===== src/rtl/graphics_pkg.sv =====
// Shared types and palette for the graphics compositor and its fright-mode FSM.
package graphics_pkg;

  localparam int COLOR_W = 8;

  // RGB332 palette
  localparam logic [COLOR_W-1:0] RED = 8'hE0;
  localparam logic [COLOR_W-1:0] PNK = 8'hF2;
  localparam logic [COLOR_W-1:0] CYN = 8'h1F;
  localparam logic [COLOR_W-1:0] ORG = 8'hEC;
  localparam logic [COLOR_W-1:0] YLW = 8'hFC;
  localparam logic [COLOR_W-1:0] WHT = 8'hFF;
  localparam logic [COLOR_W-1:0] CRM = 8'hF6;
  localparam logic [COLOR_W-1:0] BLU = 8'h03;
  localparam logic [COLOR_W-1:0] BLK = 8'h00;

  typedef enum logic [1:0] {
    NORMAL = 2'b00,
    FRIGHT = 2'b01,
    FLASH  = 2'b10
  } fright_mode_t;

endpackage


===== src/rtl/graphics_fright_fsm.sv =====
// Frightened/flash mode sequencer; all timing is counted in frame ticks.
module graphics_fright_fsm
  import graphics_pkg::*;
#(
  parameter int FRIGHT_FRAMES = 360,
  parameter int FLASH_FRAMES  = 120,
  parameter int FLASH_PERIOD  = 15
) (
  input  logic         clk,
  input  logic         rst,
  input  logic         frame_tick,
  input  logic         fright_start,
  output fright_mode_t fright_mode,
  output logic         flash_phase
);

  localparam int FR_MAX = (FRIGHT_FRAMES > FLASH_FRAMES) ? FRIGHT_FRAMES : FLASH_FRAMES;
  localparam int FR_W   = (FR_MAX > 1) ? $clog2(FR_MAX) : 1;
  localparam int FL_W   = (FLASH_PERIOD > 1) ? $clog2(FLASH_PERIOD) : 1;

  localparam logic [FR_W-1:0] FRIGHT_LAST = FR_W'(FRIGHT_FRAMES - 1);
  localparam logic [FR_W-1:0] FLASH_LAST  = FR_W'(FLASH_FRAMES - 1);
  localparam logic [FL_W-1:0] PERIOD_LAST = FL_W'(FLASH_PERIOD - 1);

  fright_mode_t    state_q, state_d;
  logic [FR_W-1:0] fr_cnt_q, fr_cnt_d;
  logic [FL_W-1:0] flash_cnt_q, flash_cnt_d;
  logic            flash_phase_q, flash_phase_d;

  always_ff @(posedge clk or negedge rst) begin
    if (!rst) begin
      state_q       <= NORMAL;
      fr_cnt_q      <= '0;
      flash_cnt_q   <= '0;
      flash_phase_q <= 1'b0;
    end else begin
      state_q       <= state_d;
      fr_cnt_q      <= fr_cnt_d;
      flash_cnt_q   <= flash_cnt_d;
      flash_phase_q <= flash_phase_d;
    end
  end

  // A restart request outranks any terminal tick arriving in the same cycle.
  always_comb begin
    state_d       = state_q;
    fr_cnt_d      = fr_cnt_q;
    flash_cnt_d   = flash_cnt_q;
    flash_phase_d = flash_phase_q;
    if (fright_start) begin
      state_d       = FRIGHT;
      fr_cnt_d      = '0;
      flash_cnt_d   = '0;
      flash_phase_d = 1'b0;
    end else if (frame_tick) begin
      unique case (state_q)
        FRIGHT: begin
          if (fr_cnt_q == FRIGHT_LAST) begin
            state_d       = FLASH;
            fr_cnt_d      = '0;
            flash_cnt_d   = '0;
            flash_phase_d = 1'b0;
          end else begin
            fr_cnt_d = fr_cnt_q + 1'b1;
          end
        end
        FLASH: begin
          if (flash_cnt_q == PERIOD_LAST) begin
            flash_cnt_d   = '0;
            flash_phase_d = ~flash_phase_q;
          end else begin
            flash_cnt_d = flash_cnt_q + 1'b1;
          end
          if (fr_cnt_q == FLASH_LAST) begin
            state_d  = NORMAL;
            fr_cnt_d = '0;
          end else begin
            fr_cnt_d = fr_cnt_q + 1'b1;
          end
        end
        default: ;
      endcase
    end
  end

  always_comb begin
    fright_mode = state_q;
    flash_phase = flash_phase_q;
  end

endmodule


===== src/rtl/graphics_compositor.sv =====
// Two-stage priority compositor with frame detect, animation phase and ghost recolor.
// Build option GRAPHICS_COMPOSITOR_BG_EN: emit BG_COLOR when no enabled layer is opaque.
module graphics_compositor #(
  parameter int                    NUM_LAYERS    = 6,
  parameter int                    COLOR_W       = 8,
  parameter logic [COLOR_W-1:0]    TRANSPARENT   = 8'h00,
  parameter logic [NUM_LAYERS-1:0] GHOST_MASK    = 6'b001111,
  parameter int                    ANIM_FRAMES   = 8,
  parameter int                    FRIGHT_FRAMES = 360,
  parameter int                    FLASH_FRAMES  = 120,
  parameter int                    FLASH_PERIOD  = 15,
  parameter logic [COLOR_W-1:0]    BG_COLOR      = 8'h00
) (
  input  logic                          clk,
  input  logic                          rst,
  input  logic [9:0]                    xpos,
  input  logic [9:0]                    ypos,
  input  logic [NUM_LAYERS*COLOR_W-1:0] layer_color,
  input  logic [NUM_LAYERS-1:0]         layer_en,
  input  logic                          fright_start,
  output logic [COLOR_W-1:0]            color,
  output logic                          frame_tick,
  output logic                          anim_phase,
  output logic [1:0]                    fright_mode
);
  import graphics_pkg::*;

  localparam int AN_W = (ANIM_FRAMES > 1) ? $clog2(ANIM_FRAMES) : 1;
  localparam logic [AN_W-1:0] ANIM_LAST = AN_W'(ANIM_FRAMES - 1);

  logic            at_q;
  logic            tick_q;
  logic [AN_W-1:0] anim_cnt_q, anim_cnt_d;
  logic            anim_phase_q, anim_phase_d;

  fright_mode_t mode_w;
  logic         flash_phase_w;

  logic [COLOR_W-1:0] lyr_p1_d [NUM_LAYERS];
  logic [COLOR_W-1:0] lyr_p1_q [NUM_LAYERS];
  logic [COLOR_W-1:0] color_p2_d, color_p2_q;

  function automatic logic [COLOR_W-1:0] recolor(
    input logic [COLOR_W-1:0] c,
    input logic               en,
    input logic               ghost,
    input fright_mode_t       mode,
    input logic               ph
  );
    if (!en || c == TRANSPARENT) return TRANSPARENT;
    if (ghost && mode == FRIGHT) return COLOR_W'(BLU);
    if (ghost && mode == FLASH) return ph ? COLOR_W'(WHT) : COLOR_W'(BLU);
    return c;
  endfunction

  graphics_fright_fsm #(
    .FRIGHT_FRAMES(FRIGHT_FRAMES),
    .FLASH_FRAMES (FLASH_FRAMES),
    .FLASH_PERIOD (FLASH_PERIOD)
  ) u_fright_fsm (
    .clk         (clk),
    .rst         (rst),
    .frame_tick  (tick_q),
    .fright_start(fright_start),
    .fright_mode (mode_w),
    .flash_phase (flash_phase_w)
  );

  // Frame detect: a held origin position yields a single tick on its first cycle.
  always_ff @(posedge clk or negedge rst) begin
    if (!rst) begin
      at_q         <= 1'b0;
      tick_q       <= 1'b0;
      anim_cnt_q   <= '0;
      anim_phase_q <= 1'b0;
    end else begin
      at_q         <= (xpos == 10'd0) && (ypos == 10'd0);
      tick_q       <= (xpos == 10'd0) && (ypos == 10'd0) && !at_q;
      anim_cnt_q   <= anim_cnt_d;
      anim_phase_q <= anim_phase_d;
    end
  end

  always_comb begin
    anim_cnt_d   = anim_cnt_q;
    anim_phase_d = anim_phase_q;
    if (tick_q) begin
      if (anim_cnt_q == ANIM_LAST) begin
        anim_cnt_d   = '0;
        anim_phase_d = ~anim_phase_q;
      end else begin
        anim_cnt_d = anim_cnt_q + 1'b1;
      end
    end
  end

  // Stage 1: enable gating and ghost recolor, disabled layers collapse to transparent
  always_comb begin
    for (int i = 0; i < NUM_LAYERS; i++) begin
      lyr_p1_d[i] = recolor(layer_color[i*COLOR_W +: COLOR_W], layer_en[i],
                            GHOST_MASK[i], mode_w, flash_phase_w);
    end
  end

  // Stage 2: lowest-index opaque layer wins
  always_comb begin
`ifdef GRAPHICS_COMPOSITOR_BG_EN
    color_p2_d = BG_COLOR;
`else
    color_p2_d = TRANSPARENT;
`endif
    for (int i = NUM_LAYERS - 1; i >= 0; i--) begin
      if (lyr_p1_q[i] != TRANSPARENT) color_p2_d = lyr_p1_q[i];
    end
  end

`ifndef GRAPHICS_COMPOSITOR_BG_EN
  logic unused_bg;
  assign unused_bg = ^BG_COLOR;
`endif

  always_ff @(posedge clk or negedge rst) begin
    if (!rst) begin
      for (int i = 0; i < NUM_LAYERS; i++) lyr_p1_q[i] <= TRANSPARENT;
      color_p2_q <= TRANSPARENT;
    end else begin
      for (int i = 0; i < NUM_LAYERS; i++) lyr_p1_q[i] <= lyr_p1_d[i];
      color_p2_q <= color_p2_d;
    end
  end

  assign color       = color_p2_q;
  assign frame_tick  = tick_q;
  assign anim_phase  = anim_phase_q;
  assign fright_mode = mode_w;

endmodule


===== config.mk =====
export PLATFORM = sky130hd
export DESIGN_NAME = graphics_compositor
export DESIGN_NICKNAME = d
export VERILOG_FILES = /design/src/rtl/graphics_pkg.sv /design/src/rtl/graphics_fright_fsm.sv /design/src/rtl/graphics_compositor.sv
export SDC_FILE = /design/constraint.sdc
export NUM_CORES = 1
export LEC_CHECK = 0
export ABC_AREA = 1
export CAP_MARGIN = 40
export CORE_ASPECT_RATIO = 1.75
export CORE_MARGIN = 3
export CORE_UTILIZATION = 55
export DETAILED_ROUTE_END_ITERATION = 6
export DONT_BUFFER_PORTS = 1
export PLACE_DENSITY_LB_ADDON = 0.08
export SETUP_SLACK_MARGIN = 0.05
export SLEW_MARGIN = 20
export SYNTH_ARGS = -nofsm -noshare
export SYNTH_HDL_FRONTEND = slang
export SYNTH_HIERARCHICAL = 1
export SYNTH_SLANG_ARGS = --single-unit

===== constraint.sdc =====
create_clock -name clk -period 2.23 [get_ports clk]
set_clock_uncertainty 0.2 [all_clocks]
set_input_delay 0.1115 -clock clk [delete_from_list [all_inputs] [get_ports clk]]
set_output_delay 0.1115 -clock clk [all_outputs]
set_load 0.02 [all_outputs]

==> results of run 1 <==
-- report_power, final --
part           switching, mW  leakage (nW)  total [mW]  internal (mW)
sequential            0.0807          1.03        1.61           1.52
combinational          0.417          1.53       0.721          0.304
clock                  0.551         0.176        1.75           1.20
-- stage by stage --
| step | setup slack [ps] | hold WS [ps] |
|---|---|---|
| detailed placement | 393 | -382 |
| floorplan | 714 | -384 |
| global route | 114 | 180 |
| CTS | 113 | 137 |
| finish | 181 | 146 |
| global placement | 278 | -382 |
-- critical path: cells and delay by family (launching register included) --
kind / cells / cell delay (ps)
AO/OA/AOI/OAI: 1 / 60
flip-flops: 1 / 440
buffers and inverters: 3 / 920
XOR/XNOR: 1 / 300
-- worst max-delay path by stage --
stage                                     start            to  slack, ps
floorplan           u_fright_fsm/fright_mode[1]  lyr_p1_q[18]        710
global placement    u_fright_fsm/fright_mode[0]  lyr_p1_q[19]        280
detailed placement  u_fright_fsm/fright_mode[0]  lyr_p1_q[45]        390
CTS                                     xpos[6]    frame_tick        110
global route                    layer_color[42]   lyr_p1_q[7]        110
finish              u_fright_fsm/fright_mode[0]  lyr_p1_q[16]        180
-- cell usage after synthesis --
cell / n
nand4_1: 17
mux2_2: 2
a21oi_1: 34
or2_0: 1
dfrtp_1: 78
nor2_4: 3
and3b_1: 1
o21ai_1: 8
nand2_4: 6
o21bai_1: 1
inv_1: 67
xnor2_1: 2
nand3_2: 2
a21oi_4: 1
inv_2: 17
xor2_1: 3
nand2_2: 3
nor3_2: 1
buf_2: 6
buf_4: 1
nand3_1: 23
nor2_8: 2
nor3_1: 4
ha_1: 5
nor2_2: 2
clkbuf_1: 1
nor2_1: 61
nand2_1: 128
or2_2: 1
o21ai_4: 4
nor4_1: 4
or4_4: 4
nor3_4: 1
-- repair_timing --
action	in CTS	in global routing
hold buffers	84	0
resized for setup	0	2
setup endpoints to repair	0	3
endpoints found under the hold margin	144	0
-- routing by layer --
layer	vias to the layer above	wire length, um	global-route usage [%]
met5	-	0	0
met4	0	586	17.0
met3	45	370	5.36
met2	92	5730	48.4
met1	1649	3400	25.2
li1	1728	-	-
-- state kept, by name, summed over array words and instances, names as in the netlist --
signal and count:
color 8, frame_tick 1, at_q 1, u_fright_fsm/fr_cnt_q 9
u_fright_fsm/flash_cnt_q 4, u_fright_fsm/flash_phase 1, anim_phase 1, u_fright_fsm/fright_mode 2
lyr_p1_q 48, anim_cnt_q 3
-- cell families (layout without fill, tap and decap cells) --
| kind of cell | after synthesis | after routing | synth area share [%] |
|---|---|---|---|
| flip-flops | 78 | 78 | 48.8 |
| buffers and inverters | 92 | 187 | 8.92 |
| multiplexers | 2 | 2 | 0.563 |
| AO/OA/AOI/OAI | 48 | 48 | 7.48 |
| adder cells (fa/ha/maj) | 5 | 5 | 1.56 |
| AND/OR/NAND/NOR | 264 | 264 | 31.5 |
| XOR/XNOR | 5 | 5 | 1.10 |
-- layout make-up --
| type | count | area, um2 |
|---|---|---|
| multi-input combinational | 324 | 1710 |
| clock buffer | 9 | 225 |
| clock inverter | 6 | 134 |
| sequential | 78 | 1950 |
| tap | 84 | 105 |
| inverter | 84 | 315 |
| timing repair buffer | 88 | 895 |
| fill | 498 | 1620 |
==> reports/metrics.csv, run 1 <==
metric;value;unit
status;finished, final reports clean;
fin_area;5340;um2
rr_startpoint;u_fright_fsm/fright_mode[0];
avgViaCountPerCell;5.22;
die_area;8370;um2
yosys.area.top_type;dfrtp_1;
ys_warn_count;6;
synth-seq-cells;78;
clkLatencyLatePin;330;ps
cpPeakStageDelay;550;ps
r2r_cells;5;
dp.cells;575;
wl;10100;um
vias;3514;
grt_max_degree;79;
syn2layout_area_growth;33.6;%
period_needed;2050;ps
max_freq;488;MHz
critPathLaunchType;flop;
place_congestion;0.935;
fin_nets;667;
gr-total-overflow;0;
worstPathArrival;2060;ps
power;4.08;mW
hpwl;6550;um
die_y;119;um
die_w;70.4;um
clockBufferDepth;2;
cts_setup_buffers;0;
worstSetupPathType;reg2reg;
grt_pass1_vias;3783;
fin_cells;673;
tritoncts.num_buffers;9;
antenna_cells;0;
cts_tree;yes;
postSynthCellCount;494;
initial_utilization;57.5;%
io_buffers;0;
p_per_area;764;nW/um2
hold_viol;0;
r2r_slack;180;ps
syn_avg_cell_area;8.09;um2
hold_path_class;in2async;
num_rows;40;
core_area;6960;um2
drtIter0Drc;140;
netlist.area_leader.share;48.8;%
post-route-period-util;91.9;%
ant_nets;0;
syn_nets;576;
tightest_slew;551;ps
final.setup.tns;0;ps
final_util;76.8;%
max-cap-violations;0;
mostFrequentLayoutCells;nand2_1 (128), dlygate4sd3_1 (81), dfrtp_1 (78);
drt-pass1-iter-count;4;
htreeDepth;3;
max-vdd-ir-drop;0.637;mV
clkTransAtPathRegs;60;ps
track_usage;26.2;%
rsz0062_at_grt;no;
end_kind;flop;
finalSetupViolCount;0;
synth_cell_types;33;
synthTopCellsByArea;dfrtp_1 (49%), nand2_1 (12%), inv_1 (6.3%);
cp_cell_sequence;xnor2_4 > buf_6 > buf_4 > a21oi_1 > dlygate4sd3_1;
drive_gt1_share;12.4;%
antenna_found_initial;0;
placed_cell_area;4110;um2
maxSlewViolCount;0;
io_pins;89;
layout_commonest_cell;nand2_1;
crit_slowest_cell;dlygate4sd3_1;
crit_fanout;20;
cts_sinks;78;
synth-seq-area-share;48.8;%
cts-root-buf;clkbuf_16;
relSlewSlack;63.3;%
wire_per_inst;15.0;um
syn-cell-area;4000;um2
grt_pass1_wl;17000;um
cp.required;2250;ps
route.detailed.drc;0;
r2r_end;lyr_p1_q[16];
leakage;2.74;nW
(Power assumes the default switching activity.)
==> run 2: changes to the inputs <==
Settings changed: MAX_ROUTING_LAYER set to met4.
==> reports/metrics.csv, run 2 (same netlist as run 1, synthesis figures left out) <==
metric;value;unit;change
place_congestion;0.982;;+5.0%
dp.cells;575;;unchanged
r2r_slack;160;ps;-20 ps
multi_input_area;1730;um2;+1.1%
die_w;70.4;um;unchanged
tightest_slew;760;ps;+210 ps
hold_path_class;in2reg;;
fin_cells;686;;+1.9%
max_freq;462;MHz;-5.3%
cpPeakStageDelay;710;ps;+160 ps
grt_pass1_wl;18000;um;+6.1%
crit_family;buffers and inverters;;
status;finished with violations;;
largest_reg_flops;48;;unchanged
setup_ws;65.8;ps;-116 ps
r2r_cells;6;;+1
highest_layer;met4;;
die_area;8370;um2;unchanged
syn2layout_area_growth;36.6;%;
cts_sinks;78;;unchanged
cts-root-buf;clkbuf_16;;
top_register;lyr_p1_q;;
wire_per_inst;16.2;um;+8.2%
ant_nets;0;;unchanged
rr_startpoint;u_fright_fsm/fright_mode[1];;
track_usage;28.3;%;+2.1 points
placed_cell_area;4120;um2;+0.18%
die_y;119;um;unchanged
hold_ws;-10.4;ps;-157 ps
avgViaCountPerCell;5.35;;+2.4%
crit_top_cell;dlygate4sd3_1;;
fin_nets;679;;+1.8%
antenna_cells;0;;unchanged
n_fill_cell;490;;-1.6%
power;4.08;mW;about the same
wl_met3;401;um;+8.4%
crit_slowest_cell;dlygate4sd3_1;;
wirelength_met1;3610;um;+6.3%
max-cap-violations;0;;unchanged
initial_utilization;57.5;%;unchanged
fin_area;5460;um2;+2.3%
mostFrequentLayoutCells;nand2_1 (128), dlygate4sd3_1 (90), dfrtp_1 (76);;
hpwl;6890;um;+5.3%
clkTransAtPathRegs;60;ps;about the same
maxSlewViolCount;0;;unchanged
relSlewSlack;49.1;%;-14 points
worstSetupPathType;in2reg;;
vias;3669;;+4.4%
route.detailed.drc;0;;unchanged
final.setup.tns;0;ps;unchanged
io_pins;89;;unchanged
hp-start;layer_color[3];;
violations;hold timing;;
worstPathArrival;2180;ps;+120 ps
post-route-period-util;97.1;%;+5.2 points
drtIter0Drc;194;;+39%
final_util;78.5;%;+1.7 points
startpoint;layer_color[6];;
rsz0062_at_grt;no;;
crit_buf_inv;2;;-1
hold_viol;1;;+1
period_needed;2160;ps;+116 ps
num_rows;40;;unchanged
cp_cell_sequence;dlygate4sd3_1 > or4_4 > o21ai_4 > dlygate4sd3_1 > nor2_1;;
cts_tree;yes;;
critical_path_depth;5;;unchanged
gr-total-overflow;0;;unchanged
crit_fanout;6;;-70%
clkLatencyLatePin;340;ps;about the same
antenna_found_initial;0;;unchanged
clockBufferDepth;2;;unchanged
routed-wl-met2;6520;um;+14%
core_area;6960;um2;unchanged
drt-pass1-iter-count;4;;unchanged
tritoncts.num_buffers;9;;unchanged
p_per_area;747;nW/um2;-2.3%
r2r_end;lyr_p1_q[45];;
grt_pass1_vias;4055;;+7.2%
wl;11100;um;+10%
end_kind;flop;;
drive_gt1_share;13.1;%;+0.73 points
grt_max_degree;79;;unchanged
io_buffers;0;;unchanged
htreeDepth;3;;unchanged
layout_commonest_cell;nand2_1;;
finalSetupViolCount;0;;unchanged
max-vdd-ir-drop;0.724;mV;+14%
endpoint;lyr_p1_q[46];;
area.sequential;1950;um2;+0.13%
cp.required;2240;ps;about the same
critPathLaunchType;input port;;
place_ws;515;ps;+122 ps
leakage;2.81;nW;+2.6%
==> run 2: cell count changes in the layout (fill, tap and decap cells not counted), sizes merged <==
cell	delta
inv	-1
dlygate4sd3	+9
clkbuf	+2
buf	+2
xnor2	+1
bufinv	-1
clkinvlp	+1
==> run 2: layer usage <==
| layer | GRT usage [%] | vias to the layer above |
|---|---|---|
| met5 | - | - |
| met4 | 18.6 | 0 |
| met3 | 4.94 | 52 |
| met2 | 52.1 | 117 |
| met1 | 25.6 | 1749 |
| li1 | - | 1751 |
==> run 2: how the worst min path moves through the flow <==
| stage | endpoint | slack [ps] | cells past startpoint |
|---|---|---|---|
| after floorplan | anim_cnt_q[0] | -380 | 0 |
| after global placement | lyr_p1_q[9] | -380 | 0 |
| after detailed placement | lyr_p1_q[9] | -380 | 0 |
| after CTS | lyr_p1_q[15] | 150 | 2 |
| after global routing | lyr_p1_q[40] | 30 | 4 |
| final | lyr_p1_q[40] | -10 | 4 |
==> run 2: timing repair <==
action | in CTS | in global routing
hold buffers | 86 | 7
endpoints found under the setup margin | 0 | 13
setup buffers | 0 | 3
resized for setup | 0 | 5
endpoints found under the hold margin | 144 | 9
==> run 2: power breakdown <==
part	switching (mW)	total, mW	leakage, nW	internal, mW
logic	0.448	0.777	1.61	0.329
registers	0.0820	1.61	1.03	1.53
clock network	0.567	1.69	0.166	1.13
total	1.10	4.08	2.81	2.98
==> run 2: layout make-up <==
type	instances	share of cell area, %
flip-flops and latches	78	35.8
clock inverters	5	1.95
well taps	84	1.92
clock buffers	11	4.44
multi-input cells	325	31.7
inverters	84	5.77
repair buffers	99	18.4
==> run 2: worst reg2reg max path, cell delays in order, from the launching register on <==
cell,delay (ps)
dfrtp_2,440
buf_4,190
and3b_1,190
buf_6,160
a21oi_1,150
nor2_1,70
dlygate4sd3_1,550
